**src/rtl/hazard_pkg.sv**
```systemverilog
// Shared definitions for the pipeline hazard controller: memory-wait FSM states,
// forwarding-select codes and the register-index width.
package hazard_pkg;

    localparam int REG_W = 5;

    typedef enum logic [1:0] {
        ST_RUN      = 2'd0,
        ST_MEM_WAIT = 2'd1,
        ST_MEM_ERR  = 2'd2
    } state_t;

    localparam logic [1:0] FWD_RF = 2'b00;
    localparam logic [1:0] FWD_W  = 2'b01;
    localparam logic [1:0] FWD_M  = 2'b10;

    // Register $0 is hard-wired to zero, so a write to it never creates a dependency.
    function automatic logic regMatch(input logic we, input logic [REG_W-1:0] dst,
                                      input logic [REG_W-1:0] src);
        return we && (dst != '0) && (dst == src);
    endfunction

endpackage

```
**src/rtl/hazard_memwait_fsm.sv**
```systemverilog
// Data-memory wait sequencer: freezes the pipeline while an M-stage access is
// outstanding and latches a sticky error after TIMEOUT_CYC unanswered wait cycles.
module hazard_memwait_fsm #(
    parameter int TIMEOUT_CYC = 255
) (
    input  logic clk,
    input  logic rst_n,
    input  logic i_mem_req,
    input  logic i_mem_ready,
    output logic o_mem_stall,
    output logic o_mem_err
);
    import hazard_pkg::*;

    localparam logic [9:0] LAST_WAIT = 10'(TIMEOUT_CYC - 1);

    state_t     r_state;
    state_t     w_next;
    logic [9:0] r_wait_cnt;
    logic       r_mem_err;

    always_ff @(posedge clk or negedge rst_n) begin
        if (!rst_n) r_state <= ST_RUN;
        else        r_state <= w_next;
    end

    // Stall release is combinational: the cycle that sees mem_ready already runs.
    always_comb begin
        w_next      = r_state;
        o_mem_stall = 1'b0;
        case (r_state)
            ST_RUN: begin
                if (i_mem_req && !i_mem_ready) begin
                    w_next      = ST_MEM_WAIT;
                    o_mem_stall = 1'b1;
                end
            end
            ST_MEM_WAIT: begin
                if (i_mem_ready) begin
                    w_next = ST_RUN;
                end else begin
                    o_mem_stall = 1'b1;
                    if (r_wait_cnt == LAST_WAIT) w_next = ST_MEM_ERR;
                end
            end
            ST_MEM_ERR: o_mem_stall = 1'b1;
            default:    w_next      = ST_RUN;
        endcase
    end

    always_ff @(posedge clk or negedge rst_n) begin
        if (!rst_n) begin
            r_wait_cnt <= '0;
            r_mem_err  <= 1'b0;
        end else begin
            if (r_state == ST_RUN && w_next == ST_MEM_WAIT) r_wait_cnt <= '0;
            else if (r_state == ST_MEM_WAIT)                r_wait_cnt <= r_wait_cnt + 10'd1;
            if (w_next == ST_MEM_ERR) r_mem_err <= 1'b1;
        end
    end

    assign o_mem_err = r_mem_err;

endmodule

```
**src/rtl/hazard_ctrl.sv**
```systemverilog
// Pipeline hazard controller: stage enables/flushes, forwarding selects and memory wait.
// Optional stall-cycle counter port o_stall_cnt is built when HAZARD_PERF_CNT_EN is defined.
module hazard_ctrl #(
    parameter int TIMEOUT_CYC = 255
) (
    input  logic       clk,
    input  logic       rst_n,
    input  logic [4:0] i_rsD,
    input  logic [4:0] i_rtD,
    input  logic       i_branchD,
    input  logic       i_pcsrcD,
    input  logic [4:0] i_rsE,
    input  logic [4:0] i_rtE,
    input  logic [4:0] i_writeregE,
    input  logic [4:0] i_writeregM,
    input  logic [4:0] i_writeregW,
    input  logic       i_RegwriteE,
    input  logic       i_RegwriteM,
    input  logic       i_RegwriteW,
    input  logic       i_MemtoregE,
    input  logic       i_MemtoregM,
    input  logic       i_mem_req,
    input  logic       i_mem_ready,
    output logic       o_enF,
    output logic       o_enD,
    output logic       o_enE,
    output logic       o_enM,
    output logic       o_flushD,
    output logic       o_flushE,
    output logic       o_flushW,
    output logic [1:0] o_forwardAE,
    output logic [1:0] o_forwardBE,
    output logic       o_forwardAD,
    output logic       o_forwardBD,
    output logic       o_mem_err
`ifdef HAZARD_PERF_CNT_EN
    ,
    output logic [31:0] o_stall_cnt
`endif
);
    import hazard_pkg::*;

    logic w_mem_stall;
    logic w_load_use;
    logic w_branch_haz;

    hazard_memwait_fsm #(
        .TIMEOUT_CYC (TIMEOUT_CYC)
    ) u_memwait (
        .clk         (clk),
        .rst_n       (rst_n),
        .i_mem_req   (i_mem_req),
        .i_mem_ready (i_mem_ready),
        .o_mem_stall (w_mem_stall),
        .o_mem_err   (o_mem_err)
    );

    assign w_load_use = i_MemtoregE &&
                        (regMatch(i_RegwriteE, i_writeregE, i_rsD) ||
                         regMatch(i_RegwriteE, i_writeregE, i_rtD));

    // A D-stage branch compares operands now, so it must wait on any E result or an M load.
    assign w_branch_haz = i_branchD &&
                          (regMatch(i_RegwriteE, i_writeregE, i_rsD) ||
                           regMatch(i_RegwriteE, i_writeregE, i_rtD) ||
                           regMatch(i_MemtoregM, i_writeregM, i_rsD) ||
                           regMatch(i_MemtoregM, i_writeregM, i_rtD));

    always_comb begin
        o_enF       = 1'b1;
        o_enD       = 1'b1;
        o_enE       = 1'b1;
        o_enM       = 1'b1;
        o_flushD    = 1'b0;
        o_flushE    = 1'b0;
        o_flushW    = 1'b0;
        o_forwardAE = FWD_RF;
        o_forwardBE = FWD_RF;
        o_forwardAD = 1'b0;
        o_forwardBD = 1'b0;
        if (rst_n) begin
            if (w_mem_stall) begin
                o_enF    = 1'b0;
                o_enD    = 1'b0;
                o_enE    = 1'b0;
                o_enM    = 1'b0;
                o_flushW = 1'b1;
            end else if (w_load_use || w_branch_haz) begin
                o_enF    = 1'b0;
                o_enD    = 1'b0;
                o_flushE = 1'b1;
            end else if (i_pcsrcD) begin
                o_flushD = 1'b1;
            end

            if (regMatch(i_RegwriteM, i_writeregM, i_rsE))      o_forwardAE = FWD_M;
            else if (regMatch(i_RegwriteW, i_writeregW, i_rsE)) o_forwardAE = FWD_W;
            if (regMatch(i_RegwriteM, i_writeregM, i_rtE))      o_forwardBE = FWD_M;
            else if (regMatch(i_RegwriteW, i_writeregW, i_rtE)) o_forwardBE = FWD_W;
            o_forwardAD = regMatch(i_RegwriteM, i_writeregM, i_rsD);
            o_forwardBD = regMatch(i_RegwriteM, i_writeregM, i_rtD);
        end
    end

`ifdef HAZARD_PERF_CNT_EN
    logic [31:0] r_stall_cnt;

    always_ff @(posedge clk or negedge rst_n) begin
        if (!rst_n)                                 r_stall_cnt <= '0;
        else if (!o_enF && r_stall_cnt != 32'hFFFF_FFFF) r_stall_cnt <= r_stall_cnt + 32'd1;
    end

    assign o_stall_cnt = r_stall_cnt;
`endif

endmodule

```
**config.mk**
```make
export PLATFORM = sky130hd
export DESIGN_NAME = hazard_ctrl
export DESIGN_NICKNAME = d
export VERILOG_FILES = /design/src/rtl/hazard_pkg.sv /design/src/rtl/hazard_memwait_fsm.sv /design/src/rtl/hazard_ctrl.sv
export SDC_FILE = /design/constraint.sdc
export NUM_CORES = 1
export LEC_CHECK = 0
export ABC_CLOCK_PERIOD_IN_PS = 1700
export CORE_MARGIN = 8
export CORE_UTILIZATION = 38
export DETAILED_ROUTE_END_ITERATION = 10
export GPL_TIMING_DRIVEN = 0
export HOLD_SLACK_MARGIN = 0.02
export PLACE_DENSITY = 0.82
export SKIP_CTS_REPAIR_TIMING = 1
export SLEW_MARGIN = 20
export SYNTH_ARGS = -nofsm -noshare
export SYNTH_HDL_FRONTEND = slang
export SYNTH_HIERARCHICAL = 1
export SYNTH_SLANG_ARGS = --single-unit
```
**constraint.sdc**
```tcl
create_clock -name clk -period 1.7 [get_ports clk]
set_clock_uncertainty 0.15 [all_clocks]
set_input_delay 0.34 -clock clk [delete_from_list [all_inputs] [get_ports clk]]
set_output_delay 0.34 -clock clk [all_outputs]
set_load 0.1 [all_outputs]
```
==> flow_results.xml <==
<?xml version="1.0" encoding="UTF-8"?>
<metrics>
  <group name="detailed_routing">
    <metric name="route.vias.total" unit="">1499</metric>
    <metric name="routedWlPerCell" unit="um">19.95</metric>
    <metric name="finalWirelength" unit="mm">5.427</metric>
    <metric name="drtAntennaViolNets" unit="">0</metric>
    <metric name="drc" unit="">0</metric>
    <metric name="via_per_inst" unit="">5.511</metric>
    <metric name="drtPass1Iterations" unit="">4</metric>
    <metric name="dr.first_iter.drc_count" unit="">60</metric>
  </group>
  <group name="clock_tree">
    <metric name="cts_max_path_buffers" unit="">2</metric>
    <metric name="clock_tree.root_cell" unit="">sky130_fd_sc_hd__clkbuf_4</metric>
    <metric name="tritoncts" unit="">done</metric>
    <metric name="cts.htree.levels" unit="">1</metric>
    <metric name="cts-buffers-inserted" unit="">3</metric>
    <metric name="cts_num_sinks" unit="">13</metric>
    <metric name="clkSlewWorstSetupHoldPaths" unit="ns">0.09</metric>
    <metric name="insertion_delay" unit="ns">0.28</metric>
  </group>
  <group name="timing">
    <metric name="post-route-min-period" unit="ns">2.355</metric>
    <metric name="rsz0062_at_grt" unit="">yes</metric>
    <metric name="final_setup_fails" unit="">14</metric>
    <metric name="fin_ws" unit="ns">-0.6550</metric>
    <metric name="hold_fails_final_rpt" unit="">0</metric>
    <metric name="post-route-period-util" unit="%">138.5</metric>
    <metric name="drv_slew" unit="">0</metric>
    <metric name="hold_ws" unit="ns">0.3146</metric>
    <metric name="fmax" unit="GHz">0.4246</metric>
    <metric name="max_slew.worst_pin.slew" unit="ns">0.5418</metric>
    <metric name="max-slew-margin-rel" unit="%">64.03</metric>
  </group>
  <group name="yosys">
    <metric name="synth_sequential_area_ratio" unit="%">23.99</metric>
    <metric name="synth_most_common_cell" unit="">sky130_fd_sc_hd__xor2_1</metric>
    <metric name="count_of_flip_flops_with_a_built_in_enable_after_synthesis" unit="">0</metric>
    <metric name="synth.largest_area_cell" unit="">sky130_fd_sc_hd__dfrtp_1</metric>
    <metric name="async_flop_share" unit="%">100.0</metric>
    <metric name="synth_warnings" unit="">6</metric>
    <metric name="combined_area_of_all_synthesized_cells" unit="um^2">1356</metric>
    <metric name="ys_dominant_reg_cell" unit="">sky130_fd_sc_hd__dfrtp_1</metric>
    <metric name="synth-compound-area-share" unit="%">14.39</metric>
    <metric name="mux_cell_area_share_after_synthesis" unit="%">0</metric>
    <metric name="postSynthAreaPerCell" unit="um^2">8.694</metric>
    <metric name="largest_family_of_logic_cells_by_synthesized_area" unit="">simple AND/OR/NAND/NOR gates</metric>
    <metric name="synth_area_leaders" unit="">sky130_fd_sc_hd__dfrtp_1 (24%), sky130_fd_sc_hd__xor2_1 (17%), sky130_fd_sc_hd__xnor2_1 (10%)</metric>
    <metric name="synth.net_count" unit="">204</metric>
    <metric name="yosys.area.top_type_share" unit="%">23.99</metric>
    <metric name="synth_xor_xnor_area_share" unit="%">27.12</metric>
    <metric name="ys_seq_elements" unit="">13</metric>
    <metric name="post_synth_num_cell_types" unit="">45</metric>
    <metric name="synth-simple-area-share" unit="%">27.49</metric>
    <metric name="synthTopCellsByCount" unit="">sky130_fd_sc_hd__xor2_1 (26), sky130_fd_sc_hd__xnor2_1 (16), sky130_fd_sc_hd__dfrtp_1 (13)</metric>
    <metric name="postSynthCellCount" unit="">156</metric>
    <metric name="synth_fa_ha_area_share" unit="%">1.845</metric>
  </group>
  <group name="cells_and_area">
    <metric name="antenna-diode-count" unit="">0</metric>
    <metric name="layout-drive-gt1-share" unit="%">50.88</metric>
    <metric name="areaGrowthSynthToFinish" unit="%">98.99</metric>
    <metric name="num-nets-final" unit="">275</metric>
    <metric name="nFillCells" unit="">183</metric>
    <metric name="layout.core_utilization" unit="%">79.62</metric>
    <metric name="layout.area.seq" unit="um^2">327.8</metric>
    <metric name="multiInputGateArea" unit="um^2">1328</metric>
    <metric name="post-route-cell-area" unit="um^2">2699</metric>
  </group>
  <group name="worst_setup_path">
    <metric name="critical_path.endpoint_type" unit="">output port</metric>
    <metric name="setup.worst_path.class" unit="">in -&gt; out</metric>
    <metric name="slowest_delay" unit="ns">0.34</metric>
    <metric name="critical_path_arrival" unit="ns">1.87</metric>
    <metric name="category_of_the_worst_setup_path_launch_point" unit="">input pin</metric>
    <metric name="crit_required" unit="ns">1.21</metric>
    <metric name="timing.critical_path.slowest_stage_cell" unit="">sky130_fd_sc_hd__a211oi_4</metric>
    <metric name="critPathMostFrequentCell" unit="">sky130_fd_sc_hd__buf_12</metric>
    <metric name="crit_chain" unit="">buf_8 -&gt; buf_4 -&gt; xor2_1 -&gt; nor3_2 -&gt; nand3_2 -&gt; a211oi_4 -&gt; o31ai_4 -&gt; buf_12 -&gt; buf_12</metric>
    <metric name="cp_max_fo" unit="">3</metric>
  </group>
  <group name="min_path">
    <metric name="min-delay-path-class" unit="">in -&gt; async</metric>
  </group>
  <group name="power">
    <metric name="power" unit="mW">1.376</metric>
    <metric name="p_leak" unit="nW">1.187</metric>
    <metric name="powerDensity" unit="nW/um^2">509.9</metric>
    <metric name="ir_drop" unit="mV">0.6325</metric>
  </group>
  <group name="floorplan">
    <metric name="io-pin-count" unit="">60</metric>
    <metric name="horiz_die_dim" unit="um">75.74</metric>
    <metric name="floorplan_die_area" unit="um^2">5737</metric>
    <metric name="core_area" unit="um^2">3390</metric>
    <metric name="core.rowCount" unit="">21</metric>
    <metric name="die_y" unit="um">75.74</metric>
    <metric name="initial_core_util" unit="%">40.01</metric>
  </group>
  <group name="global_routing">
    <metric name="grt_max_degree" unit="">22</metric>
    <metric name="first_global_vias" unit="">1299</metric>
    <metric name="grt-ovfl-total" unit="">0</metric>
    <metric name="grt_antenna_before_repair" unit="">0</metric>
    <metric name="global_route_wire_length_before_repair" unit="mm">6.327</metric>
    <metric name="gr-usage-all-layers" unit="%">14.33</metric>
  </group>
  <group name="placed_design">
    <metric name="place.port_buffers" unit="">54</metric>
    <metric name="gp_congestion" unit="">0.8026</metric>
    <metric name="post-dp-hpwl" unit="mm">3.446</metric>
    <metric name="postPlaceCellArea" unit="um^2">2158</metric>
  </group>
  <group name="flow_run">
    <metric name="max-cap-violations" unit="">0</metric>
  </group>
  <group name="outcome">
    <metric name="run_status" unit="">finished with violations</metric>
    <metric name="failed_checks" unit="">negative setup slack</metric>
  </group>
</metrics>
[cells by family (layout without fill, tap and decap cells)]
| kind of cell | Yosys count | after routing |
|---|---|---|
| flip-flops | 13 | 13 |
| buffers and inverters | 12 | 82 |
| AND/OR/NAND/NOR | 58 | 58 |
| adder cells (fa/ha/maj) | 2 | 2 |
| AO/OA/AOI/OAI | 29 | 29 |
| XOR/XNOR | 42 | 42 |
[where the power goes]
| part | leakage (nW) | internal (mW) | switching [mW] | total, mW |
|---|---|---|---|---|
| clock | 0.0150 | 0.0910 | 0.112 | 0.203 |
| sequential | 0.169 | 0.356 | 0.0661 | 0.422 |
| combinational | 1.00 | 0.365 | 0.386 | 0.751 |
| total | 1.19 | 0.813 | 0.564 | 1.38 |
[stage by stage]
stage          std cells  setup WS, ns  setup TNS (ns)
3_3_place_gp         256        -2.527          -28.61
3_5_place_dp         256        -2.538          -28.84
5_1_grt              272       -0.6938          -6.271
2_1_floorplan        156       -0.9998          -5.652
4_1_cts              260        -2.540          -26.10
6_report             272       -0.6550          -5.498
[registers in the layout, indices dropped and copies added, names as in the netlist]
signal and flops:
u_memwait/o_mem_err 1, u_memwait/r_wait_cnt 10, u_memwait/r_state 2
[layout make-up]
class                   count  area share (%)
multi-input cells         131           49.19
repair buffers             66           29.25
flip-flops and latches     13           12.15
plain buffers              10           5.888
well taps                  46           2.133
clock buffers               4          0.9736
inverters                   2          0.4172
[layout by cell type (no fill, tap or decap), types with 2 or more instances in the layout]
| cell | n |
|---|---|
| sky130_fd_sc_hd__nor3_2 | 4 |
| sky130_fd_sc_hd__dlymetal6s2s_1 | 12 |
| sky130_fd_sc_hd__a21oi_1 | 4 |
| sky130_fd_sc_hd__nand3_1 | 5 |
| sky130_fd_sc_hd__dlygate4sd3_1 | 2 |
| sky130_fd_sc_hd__or3_4 | 2 |
| sky130_fd_sc_hd__clkbuf_4 | 3 |
| sky130_fd_sc_hd__clkbuf_2 | 11 |
| sky130_fd_sc_hd__o31ai_4 | 2 |
| sky130_fd_sc_hd__o31ai_1 | 2 |
| sky130_fd_sc_hd__a31oi_1 | 3 |
| sky130_fd_sc_hd__dfrtp_1 | 11 |
| sky130_fd_sc_hd__nor4_4 | 4 |
| sky130_fd_sc_hd__nand2_1 | 5 |
| sky130_fd_sc_hd__buf_8 | 7 |
| sky130_fd_sc_hd__xor2_1 | 23 |
| sky130_fd_sc_hd__nand3_2 | 4 |
| sky130_fd_sc_hd__clkdlybuf4s50_1 | 5 |
| sky130_fd_sc_hd__nand2b_4 | 2 |
| sky130_fd_sc_hd__xnor2_1 | 6 |
| sky130_fd_sc_hd__and3_4 | 2 |
| sky130_fd_sc_hd__xnor2_2 | 5 |
| sky130_fd_sc_hd__o21ai_0 | 8 |
| sky130_fd_sc_hd__nor2_1 | 4 |
| sky130_fd_sc_hd__dfrtp_2 | 2 |
| sky130_fd_sc_hd__buf_6 | 10 |
| sky130_fd_sc_hd__xor2_2 | 3 |
| sky130_fd_sc_hd__buf_4 | 11 |
| sky130_fd_sc_hd__or4_4 | 4 |
| sky130_fd_sc_hd__buf_12 | 16 |
| sky130_fd_sc_hd__nor2b_1 | 2 |
| sky130_fd_sc_hd__xnor2_4 | 5 |
| sky130_fd_sc_hd__and2_4 | 2 |
| sky130_fd_sc_hd__nand4_1 | 3 |
[worst max-delay path, delay by kind of cell]
family,cells,cell delay (ns)
xor gates and xnor gates,1,0.16
buffers and inverters,4,0.52
and+or+nand+nor,2,0.36
AOI/OAI and AO/OA,2,0.48
[worst paths after layout]
check	from	end	slack (ns)	cells past startpoint
max in group asynchronous	rst_n	u_memwait/r_wait_cnt[9]	0.92	2
hold / removal	rst_n	u_memwait/r_wait_cnt[5]	0.31	2
hold reg to reg	u_memwait/r_wait_cnt[9]	u_memwait/r_wait_cnt[9]	0.33	1
setup / recovery	i_writeregE[4]	o_enF	-0.66	9
min in group clk	u_memwait/r_wait_cnt[9]	u_memwait/r_wait_cnt[9]	0.33	1
setup reg to reg	u_memwait/r_wait_cnt[0]	u_memwait/o_mem_err	-0.02	6
[layer usage]
layer | share of wire [%] | vias up | wire length [um] | track usage, %
met4 | 1.1 | 0 | 59 | 3.625
met5 | 0 | - | 0 | 0
met3 | 8.3 | 6 | 453 | 2.895
met1 | 41 | 735 | 2248 | 17.85
met2 | 49 | 62 | 2667 | 24.33
li1 | - | 696 | - | -
Power figures use the tool's default switching activity.
